<file path="config.mk">
export PLATFORM = sky130hd
export DESIGN_NAME = bcd_time_counter
export DESIGN_NICKNAME = d
export VERILOG_FILES = /design/src/rtl/bcd_time_counter_pkg.sv /design/src/rtl/bcd2_counter.sv /design/src/rtl/bcd_time_counter.sv
export SDC_FILE = /design/constraint.sdc
export NUM_CORES = 1
export LEC_CHECK = 0
export CORE_MARGIN = 2
export CORE_UTILIZATION = 55
export CTS_BUF_LIST = sky130_fd_sc_hd__clkbuf_8
export DETAILED_ROUTE_END_ITERATION = 10
export PLACE_DENSITY = 0.72
export SLEW_MARGIN = 20
export SYNTH_ARGS = -nofsm -noshare
export SYNTH_HDL_FRONTEND = slang
export SYNTH_SLANG_ARGS = --single-unit
</file>
<file path="constraint.sdc">
create_clock -name clk -period 5.2 [get_ports clk]
set_clock_uncertainty 0.15 [all_clocks]
set_input_delay 0.78 -clock clk [delete_from_list [all_inputs] [get_ports clk]]
set_output_delay 0.78 -clock clk [all_outputs]
set_load 0.005 [all_outputs]
</file>
<file path="src/rtl/bcd_time_counter_pkg.sv">
// Shared definitions for the BCD time-of-day counter: FSM states,
// edit_field codes and BCD field limits.
package bcd_time_counter_pkg;

    typedef enum logic [1:0] {
        ST_RUN   = 2'd0,
        ST_SET_H = 2'd1,
        ST_SET_M = 2'd2
    } state_t;

    localparam logic [1:0] FIELD_RUN     = 2'd0;
    localparam logic [1:0] FIELD_HOURS   = 2'd1;
    localparam logic [1:0] FIELD_MINUTES = 2'd2;

    localparam logic [7:0] BCD_MAX_MS = 8'h59;
    localparam logic [7:0] BCD_MAX_H  = 8'h23;

    localparam int KEY_MODE = 0;
    localparam int KEY_INC  = 1;

endpackage

</file>
<file path="src/rtl/bcd2_counter.sv">
// Two-digit BCD counter wrapping at MAX; carry is high in the cycle an
// increment wraps the field back to 00.
module bcd2_counter
    import bcd_time_counter_pkg::*;
#(
    parameter logic [7:0] MAX = BCD_MAX_MS
) (
    input  logic       clk,
    input  logic       rst,
    input  logic       inc,
    input  logic       clr,
    output logic [7:0] value,
    output logic       carry
);

    logic [7:0] r_value;
    logic       w_at_max;

    assign w_at_max = (r_value == MAX);
    assign carry    = inc & w_at_max;
    assign value    = r_value;

    // NOTE: sequential state uses non-blocking assignments only, so every
    // register samples pre-edge values regardless of block ordering.
    always_ff @(posedge clk or posedge rst) begin
        if (rst) begin
            r_value <= 8'h00;
        end else if (clr) begin
            r_value <= 8'h00;
        end else if (inc) begin
            if (w_at_max) begin
                r_value <= 8'h00;
            end else if (r_value[3:0] == 4'd9) begin
                r_value <= {r_value[7:4] + 4'd1, 4'd0};
            end else begin
                r_value <= {r_value[7:4], r_value[3:0] + 4'd1};
            end
        end
    end

endmodule

</file>
<file path="src/rtl/bcd_time_counter.sv">
// HH:MM:SS BCD clock with a one-second prescaler, two-key time setting
// (mode / increment) and a blink hint for the field being edited.
module bcd_time_counter
    import bcd_time_counter_pkg::*;
#(
    parameter int TICK_DIV  = 50_000_000,
    parameter int BLINK_DIV = 25_000_000
) (
    input  logic        clk,
    input  logic        rst,
    input  logic        key_mode,
    input  logic        key_inc,
    output logic [23:0] seg_bcd,
    output logic        sec_tick,
    output logic [1:0]  edit_field,
    output logic        blink
);

    localparam int TW = $clog2(TICK_DIV);
    localparam int BW = $clog2(BLINK_DIV);

    logic [1:0]    w_key_raw;
    logic [1:0]    r_sync1, r_sync2, r_prev, r_armed, r_valid;
    logic [1:0]    w_pulse;
    logic          w_mode_pulse, w_inc_pulse;
    logic [TW-1:0] r_presc;
    logic [BW-1:0] r_blink_cnt;
    logic          r_blink;
    state_t        r_state, w_state_next;
    logic          w_run, w_enter_edit;
    logic [7:0]    w_hours, w_minutes, w_seconds;
    logic          w_sec_carry, w_min_carry, w_unused_day_carry;

    assign w_key_raw = {key_inc, key_mode};

    // A key only arms once a genuine low has been sampled after reset, so a
    // key held through reset release cannot produce a pulse.
    always_ff @(posedge clk or posedge rst) begin
        if (rst) begin
            r_sync1 <= 2'b00;
            r_sync2 <= 2'b00;
            r_prev  <= 2'b00;
            r_armed <= 2'b00;
            r_valid <= 2'b00;
        end else begin
            r_sync1 <= w_key_raw;
            r_sync2 <= r_sync1;
            r_prev  <= r_sync2;
            r_valid <= {r_valid[0], 1'b1};
            r_armed <= r_armed | ({2{r_valid[1]}} & ~r_sync2);
        end
    end

    assign w_pulse      = r_sync2 & ~r_prev & r_armed;
    assign w_mode_pulse = w_pulse[KEY_MODE];
    assign w_inc_pulse  = w_pulse[KEY_INC] & ~w_pulse[KEY_MODE];

    assign sec_tick = (r_presc == TW'(TICK_DIV - 1));

    always_ff @(posedge clk or posedge rst) begin
        if (rst) begin
            r_presc <= '0;
        end else if (sec_tick) begin
            r_presc <= '0;
        end else begin
            r_presc <= r_presc + TW'(1);
        end
    end

    // NOTE: every signal written here gets a default first, so no path
    // leaves it unassigned and no latch is inferred.
    always_comb begin
        w_state_next = r_state;
        if (w_mode_pulse) begin
            case (r_state)
                ST_RUN:   w_state_next = ST_SET_H;
                ST_SET_H: w_state_next = ST_SET_M;
                default:  w_state_next = ST_RUN;
            endcase
        end
    end

    always_ff @(posedge clk or posedge rst) begin
        if (rst) begin
            r_state <= ST_RUN;
        end else begin
            r_state <= w_state_next;
        end
    end

    assign w_run        = (r_state == ST_RUN);
    assign w_enter_edit = w_mode_pulse & (r_state != ST_SET_M);

    always_ff @(posedge clk or posedge rst) begin
        if (rst) begin
            r_blink_cnt <= '0;
            r_blink     <= 1'b0;
        end else if (w_enter_edit) begin
            r_blink_cnt <= '0;
            r_blink     <= 1'b1;
        end else if (w_state_next == ST_RUN) begin
            r_blink_cnt <= '0;
            r_blink     <= 1'b0;
        end else if (r_blink_cnt == BW'(BLINK_DIV - 1)) begin
            r_blink_cnt <= '0;
            r_blink     <= ~r_blink;
        end else begin
            r_blink_cnt <= r_blink_cnt + BW'(1);
        end
    end

    // Edits never ripple into neighbouring fields: carries only chain in RUN.
    bcd2_counter #(.MAX(BCD_MAX_MS)) u_seconds (
        .clk   (clk),
        .rst   (rst),
        .inc   (w_run & sec_tick),
        .clr   ((r_state == ST_SET_M) & w_mode_pulse),
        .value (w_seconds),
        .carry (w_sec_carry)
    );

    bcd2_counter #(.MAX(BCD_MAX_MS)) u_minutes (
        .clk   (clk),
        .rst   (rst),
        .inc   (w_sec_carry | ((r_state == ST_SET_M) & w_inc_pulse)),
        .clr   (1'b0),
        .value (w_minutes),
        .carry (w_min_carry)
    );

    bcd2_counter #(.MAX(BCD_MAX_H)) u_hours (
        .clk   (clk),
        .rst   (rst),
        .inc   ((w_run & w_min_carry) | ((r_state == ST_SET_H) & w_inc_pulse)),
        .clr   (1'b0),
        .value (w_hours),
        .carry (w_unused_day_carry)
    );

    assign seg_bcd    = {w_hours, w_minutes, w_seconds};
    assign edit_field = r_state;
    assign blink      = r_blink;

endmodule
</file>
Word-level counts from Yosys, hierarchy flattened
Cells that the tools add are included.
- register bits: 88
- input port bits: 4
- output and inout port bits: 28
- word-level logic and storage cells: 80
- $add $sub $neg: 8
- equal/unequal tests: 11
- mux-type cells: 17
- bitwise gates (word level): 19
- reductions and logical operators: 10
- operators by type and width (operator ; count):
    25-bit two-way mux ; 3
    8-bit two-way mux ; 8
    26-bit by 1-bit adder with 26-bit output, second input constant ; 1
    26-bit equality test, second input constant ; 1
    26-bit two-way mux ; 1
    25-bit by 1-bit adder with 25-bit output, second input constant ; 1
    25-bit equality test, second input constant ; 1
    4-bit by 1-bit adder with 4-bit output, second input constant ; 6
    8-bit by 7-bit equality test with 1-bit output, second input constant ; 2
    4-bit equality test, second input constant ; 3
    1-bit bitwise AND ; 9
    8-bit by 6-bit equality test with 1-bit output, second input constant ; 1
    2-bit bitwise AND ; 3
    2-bit AND reduction ; 3
    2-bit nonzero test ; 3
    3-bit nonzero test ; 2
    2-bit logical NOT ; 2
    2-bit NOT ; 2
    2-bit case mux with 2 select lines ; 1
    1-bit two-way mux ; 3
    2-bit by 1-bit equality test with 1-bit output, second input constant ; 1
    2-bit equality test, second input constant ; 1
    2-bit two-way mux ; 1
    2-bit inequality test, second input constant ; 1
    other kinds (3) ; 5

Logic depth before layout (Yosys ltp)
Gate-level depths: netlist (run 1).
- word-level depth: 11
- mapped depth: 8
- mapped depth without buffers: 7

Modules after synthesis
Synthesis (run 1) repeated with hierarchy kept, for this count alone.
- cell total of the unflattened synthesis: 463
- area, all modules: 4583.1 sq um
- modules (own cells, without submodules) (module ; instances ; cells each ; area each (sq um) ; seq. area each (sq um)):
    bcd_time_counter ; 1 ; 302 ; 3059.2 ; 1601.5
    bcd2_counter (u_minutes ...) ; 2 ; 51 ; 493.0 ; 200.2
    bcd2_counter (u_hours) ; 1 ; 59 ; 538.0 ; 200.2

Least setup slack after synthesis (run 1)
Ideal clock, no wire load.
- path type: reg2out
- from: reg r_presc[0]
- to: out sec_tick
- arrival time: 1.888 ns
- data required time: 4.270 ns
- setup slack: 2.382 ns
- stages on the path, launching flop included: 7
- path buffers: 2
- cells stage by stage: dfrtp_1 -> ha_1 -> nand3_2 -> or4_4 -> buf_6 -> nor2_1 -> clkbuf_1
- longest elaborated chain between the ends: 1
- ends and longest elaborated chain (what ; line ; RTL):
    start: declaration ; bcd_time_counter.sv:26 ; logic [TW-1:0] r_presc;
    start signal: assignment ; bcd_time_counter.sv:66 ; r_presc <= r_presc + TW'(1);
    26-bit equality test ; bcd_time_counter.sv:58 ; assign sec_tick = (r_presc == TW'(TICK_DIV - 1));
    end: declaration ; bcd_time_counter.sv:14 ; output logic sec_tick,
No other way between the ends.

Worst setup path in the final report (run 1)
Same ends and word-level chain as after synthesis.

==> results of run 1 <==
-- cells in the mapped netlist, drive strengths merged (3+ instances only) --
cell and instances:
dfrtp 88, nor2 65, xor2 27, nand2 24, nand3 24, xnor2 22, inv 18, nand4 15
ha 14, a21oi 12, o21ai 10, clkbuf 9, nor3 9, and2 7, and3 7, and4 7
mux2 7, nor4 7, or4 5, and3b 4, mux2i 4, nand3b 4, nor2b 4, a21o 3
buf 3, nor4bb 3, or3 3
-- worst reg2reg max path: stages (launching register included) --
cell and delay [ns]:
dfrtp_1 0.45, inv_1 0.08, ha_1 0.20, nor4bb_1 0.55, nand3_1 0.21, nor4b_4 0.56
o22ai_1 0.15, a211o_1 0.31
-- per-layer routing --
| metal | GRT usage [%] | share of wire [%] |
|---|---|---|
| met1 | 29.6 | 49 |
| met2 | 32.4 | 46 |
| met3 | 2.74 | 2.8 |
| met4 | 7.35 | 1.7 |
| met5 | 0 | 0 |
-- layout make-up --
| class | instances | share of cell area [%] |
|---|---|---|
| Sequential cell | 88 | 43.7 |
| Multi-Input combinational cell | 311 | 40.8 |
| Timing Repair Buffer | 34 | 6.61 |
| Tap cell | 102 | 2.53 |
| Clock inverter | 7 | 2.48 |
| Clock buffer | 9 | 2.46 |
| Inverter | 18 | 1.37 |
-- kinds of logic after synthesis --
kind of cell    Yosys count  synth area share, %
compound gates           41                 5.98
xor+xnor                 49                 9.81
fa+ha+maj                14                 4.00
buf+inv                  30                 2.92
flops                    88                 50.3
mux                      11                 2.72
other cells               1               0.0857
simple gates            195                 24.1
-- layout by cell type, fill, tap and decap left out, types with 7 or more instances in the layout --
| cell | instances |
|---|---|
| nor2_1 | 65 |
| dfrtp_1 | 88 |
| and3_1 | 7 |
| ha_1 | 14 |
| and4_1 | 7 |
| nand3_1 | 22 |
| inv_1 | 17 |
| xnor2_1 | 22 |
| a21oi_1 | 12 |
| o21ai_0 | 9 |
| nor3_1 | 9 |
| clkdlybuf4s50_1 | 31 |
| nand2_1 | 24 |
| xor2_1 | 27 |
| nand4_1 | 15 |
| clkbuf_8 | 9 |
| mux2_2 | 7 |
-- power by group through the flow --
| stage | registers (mW) | logic [mW] | clock network [mW] |
|---|---|---|---|
| after global placement | 0.806 | 0.249 | 0 |
| final | 0.795 | 0.253 | 0.581 |
| after floorplan | 0.792 | 0.150 | 0 |
| after global routing | 0.806 | 0.288 | 0.617 |
| after detailed placement | 0.809 | 0.256 | 0 |
| after CTS | 0.795 | 0.258 | 0.594 |
-- sequential cells by signal (all words and copies together), names as in the netlist --
| signal | flops |
|---|---|
| blink | 1 |
| edit_field | 2 |
| r_armed | 2 |
| r_blink_cnt | 25 |
| r_presc | 26 |
| r_prev | 2 |
| r_sync1 | 2 |
| r_sync2 | 2 |
| r_valid | 2 |
| u_hours.value | 8 |
| u_minutes.value | 8 |
| u_seconds.value | 8 |
-- path summary, 6_finish.rpt --
path	startpoint	end	slack, ns
max in group asynchronous	rst	r_blink_cnt[7]	3.20
max	r_presc[0]	sec_tick	1.75
min in group asynchronous	rst	r_presc[16]	0.74
min	r_valid[0]	r_valid[1]	0.21
min reg2reg	r_valid[0]	r_valid[1]	0.21
max reg2reg	u_minutes.value[1]	u_hours.value[3]	2.46
==> flow_metrics.tcl, run 1 <==
set metrics [dict create \
    ioPinCount 32 \
    critPathSlowestCell "or4_4" \
    cts_tree "yes" \
    power_mw 1.63 \
    synthArstFlopShare_pct 100 \
    cp.required_ns 4.27 \
    irDropWorstVdd_uv 164 \
    pre_cts_slack_ns 2.14 \
    clk-insertion-delay-late_ns 0.36 \
    avgSynthCellArea_um2 10.2 \
    place.gp.congestion 0.825 \
    fin_cells 569 \
    rsz0062_at_grt "no" \
    fmaxAchievable_ghz 0.290 \
    via_per_inst 5.50 \
    firstDrtPassIters 4 \
    cts_hold_buf 0 \
    clock_sinks 88 \
    yosys.area.top_type "dfrtp_1" \
    final_util_pct 65.2 \
    crit_chain "ha_1 > nand3_2 > or4_4 > nor2_1 > buf_4 > clkdlybuf4s50_1" \
    dr.first_iter.drc_count 109 \
    cts_buffers 9 \
    worstPathMaxFanout 17 \
    drc_errors 0 \
    drive_above_1_share_pct 7.71 \
    nFillCells 604 \
    clockBufferDepth 2 \
    grt_usage_pct 20.6 \
    synth_enable_flop_cells 0 \
    p_leak_nw 2.20 \
    vias 3129 \
    outcome "completed" \
    ant_nets 0 \
    slew_headroom_pct 29.0 \
    intPower_mw 1.19 \
    dieHeight_um 93.2 \
    cp.depth 6 \
    hold_class "flip-flop to flip-flop" \
    h-tree-depth 3 \
    portBuffers 31 \
    grt-ovfl-total 0 \
    floorplan.initialDensity_pct 56.6 \
    clock_power_share_pct 35.7 \
    power_density_nw_per_um2 323 \
    synthCells 429 \
    ys_warn_count 0 \
    place_inst 553 \
    dpl-instance-area_um2 4780 \
    crit_path_end_kind "output pin" \
    path_class "flip-flop to output pin" \
    synth-seq-cells 88 \
    fp.dieW_um 93.2 \
    grt_max_degree 51 \
    final_area_um2 5040 \
    synth_area_leaders "dfrtp_1, nor2_1, xor2_1, xnor2_1, ha_1" \
    power_switching_share_pct 27.1 \
    cts_root_buf "clkbuf_8" \
    pwr-share-seq_pct 48.8 \
    crit_buf_inv 2 \
    seqCellArea_um2 2200 \
    multi_input_area_um2 2060 \
    slew_viol_final 0 \
    fin_nets 480 \
    synth_top_cell_area_share_pct 50.3 \
    ctsResizeCount 0 \
    setup_ws_ns 1.75 \
    dp_hpwl_mm 5.48 \
    syn_to_final_growth_pct 15.2 \
    reg2reg_depth 7 \
    setup_violations 0 \
    core_area_um2 7730 \
    grt_pass1_vias 3090 \
    fin_crit_sh_pct 66.4 \
    drt-total-wl_mm 7.96 \
    setup_tns_ns 0 \
    syn-cell-area_um2 4370 \
    postCtsSetupBuffers 0 \
    netlist-cell-type-count 51 \
    holdPathStages 0 \
    hold-worst-slack_ns 0.208 \
    path_clk_slew_ns 0.09 \
    wl_per_cell_um 14.0 \
    worstPathArrival_ns 2.52 \
    power_switching_uw 441 \
    critPathLaunchType "flip-flop" \
    antenna_cells 0 \
    grt_pass1_wl_mm 14.3 \
    die-area_um2 8680 \
    fin_crit_ns 3.45 \
    antenna_found_initial 0 \
    synth_seq_area_share_pct 50.3 \
    critPathMaxStageDelay_ns 0.56 \
    synth_ff_type "dfrtp_1" \
    power_frac_comb_pct 15.5 \
    worst-slew-pin-transition_ns 1.06 \
    crit_family "simple AND/OR/NAND/NOR gates" \
    syn-num-nets 447 \
    maxCapViolations 0 \
    hold_viol 0 \
    fp-row-count 32 \
]
(Power assumes the default switching activity.)
==> run 2: changes to the inputs <==
- clock period: 5.2 -> 3.59 ns (I/O delays scaled with it)
==> run 2 against run 1 <==
- setup slack got worse by 1.3 ns
- sequential share of layout area fell by 0.15 points
- count of clock-buffer cells in the layout grew 1
- via count up 1.8%
- cell count rose by 0.35%
- non-clock buffer count up 2
==> flow_metrics.tcl, run 2 (same netlist as run 1, synthesis figures left out) <==
set metrics [dict create \
    die-area_um2 8680 \
    intPower_mw 1.73 \
    drc_errors 0 \
    fp-row-count 32 \
    fp.dieW_um 93.2 \
    fin_nets 482 \
    firstDrtPassIters 4 \
    via_per_inst 5.58 \
    hold_class "flip-flop to flip-flop" \
    core_area_um2 7730 \
    dpl-instance-area_um2 4810 \
    setup_violations 0 \
    clk-insertion-delay-late_ns 0.35 \
    power_frac_comb_pct 15.7 \
    nFillCells 612 \
    worstPathMaxFanout 7 \
    fin_crit_sh_pct 86.2 \
    use_met3_pct 2.98 \
    ctsResizeCount 0 \
    floorplan.initialDensity_pct 56.6 \
    setup_tns_ns 0 \
    maxCapViolations 0 \
    clock_power_share_pct 35.3 \
    power_density_nw_per_um2 464 \
    grt-ovfl-total 0 \
    cp.required_ns 2.90 \
    mostFrequentLayoutCells "dfrtp_1, nor2_1, clkdlybuf4s50_1, xor2_1, nand2_1" \
    path_class "flip-flop to output pin" \
    rsz0062_at_grt "no" \
    antenna_found_initial 0 \
    grt_pass1_wl_mm 14.1 \
    cts_tree "yes" \
    dp_hpwl_mm 5.38 \
    drt-total-wl_mm 7.84 \
    gr-max-usage-layer "met2" \
    cts_root_buf "clkbuf_8" \
    ant_nets 0 \
    ioPinCount 32 \
    dieHeight_um 93.2 \
    syn_to_final_growth_pct 15.6 \
    drive_above_1_share_pct 7.68 \
    antenna_cells 0 \
    largest_register_ffs 26 \
    grt_pass1_vias 3098 \
    cts_hold_buf 0 \
    grt_usage_pct 20.3 \
    clockBufferDepth 2 \
    p_leak_nw 2.22 \
    cts_buffers 9 \
    fin_crit_ns 3.10 \
    final_common_cell "dfrtp_1" \
    hold_viol 0 \
    h-tree-depth 3 \
    fmaxAchievable_ghz 0.323 \
    critPathLaunchType "flip-flop" \
    power_switching_uw 616 \
    slew_headroom_pct 37.0 \
    vias 3184 \
    globalRouteMet2Util_pct 32.0 \
    irDropWorstVdd_uv 266 \
    path_clk_slew_ns 0.08 \
    final_area_um2 5060 \
    power_switching_share_pct 26.3 \
    top_regs "r_presc (26), r_blink_cnt (25)" \
    wl_per_cell_um 13.7 \
    pwr-share-seq_pct 49.0 \
    clock_sinks 88 \
    outcome "completed" \
    place.gp.congestion 0.811 \
    worst-slew-pin-transition_ns 0.944 \
    top_register "r_presc" \
    grt_max_degree 50 \
    crit_path_end_kind "output pin" \
    worstPathArrival_ns 2.41 \
    slew_viol_final 0 \
    use_met1_pct 28.3 \
    dr.first_iter.drc_count 117 \
    portBuffers 31 \
    postCtsSetupBuffers 0 \
]
## run 2: worst paths after layout
kind | start | end | slack, ns | depth (start not counted)
worst min-delay path | r_valid[0] | r_valid[1] | 0.20 | 0
worst min register to register | r_valid[0] | r_valid[1] | 0.20 | 0
max in group asynchronous | rst | u_minutes.value[7] | 2.17 | 3
worst max-delay path | r_presc[0] | sec_tick | 0.49 | 5
worst max register to register | r_presc[0] | u_minutes.value[2] | 0.90 | 6
min in group asynchronous | rst | r_blink_cnt[1] | 0.44 | 2
## run 2: final cells by class
cell class                 instances  area, um2  share of cell area [%]
clock inverter                     6        108                    2.13
tap                              102        128                    2.52
multi-input combinational        311       2050                    40.6
inverter                          18       68.8                    1.36
sequential                        88       2200                    43.6
timing repair buffer              36        360                    7.13
clock buffer                      10        138                    2.72
## run 2: routing by layer
metal / vias to the layer above / part of all wire (%) / wire length, um
met5: - / 0 / 0
met4: 0 / 1.1 / 85
met3: 5 / 2.8 / 223
met2: 49 / 48 / 3750
li1: 1548 / - / -
met1: 1582 / 48 / 3780
## run 2: critical path, stage by stage (launching register included)
cell,delay [ns]
dfrtp_1,0.40
ha_1,0.22
nand3_2,0.12
or4_4,0.57
nor2_1,0.21
clkdlybuf4s50_1,0.54
## run 2: power groups by stage
stage	Clock, mW	Sequential (mW)	Combinational, mW
2_1_floorplan	0	1.15	0.217
3_3_place_gp	0	1.17	0.367
3_5_place_dp	0	1.17	0.371
4_1_cts	0.841	1.15	0.374
5_1_grt	0.883	1.17	0.422
6_report	0.827	1.15	0.368
## run 2: stage by stage
step	hold slack [ns]	power, mW	util (%)	worst slack [ns]	instances
floorplan	0.181	1.36	-	0.623	429
global placement	0.182	1.53	62.3	0.908	555
detailed placement	0.193	1.54	62.3	0.871	555
CTS	0.210	2.36	65.4	0.468	571
global route	0.222	2.47	65.4	0.380	571
finish	0.202	2.34	65.4	0.494	571
==> run 3: changes to the inputs <==
- ABC_AREA: default -> 0
- SKIP_LAST_GASP: default -> 1
==> results of run 3 <==
Final layout, timing and power as in run 2 (identical DEF).
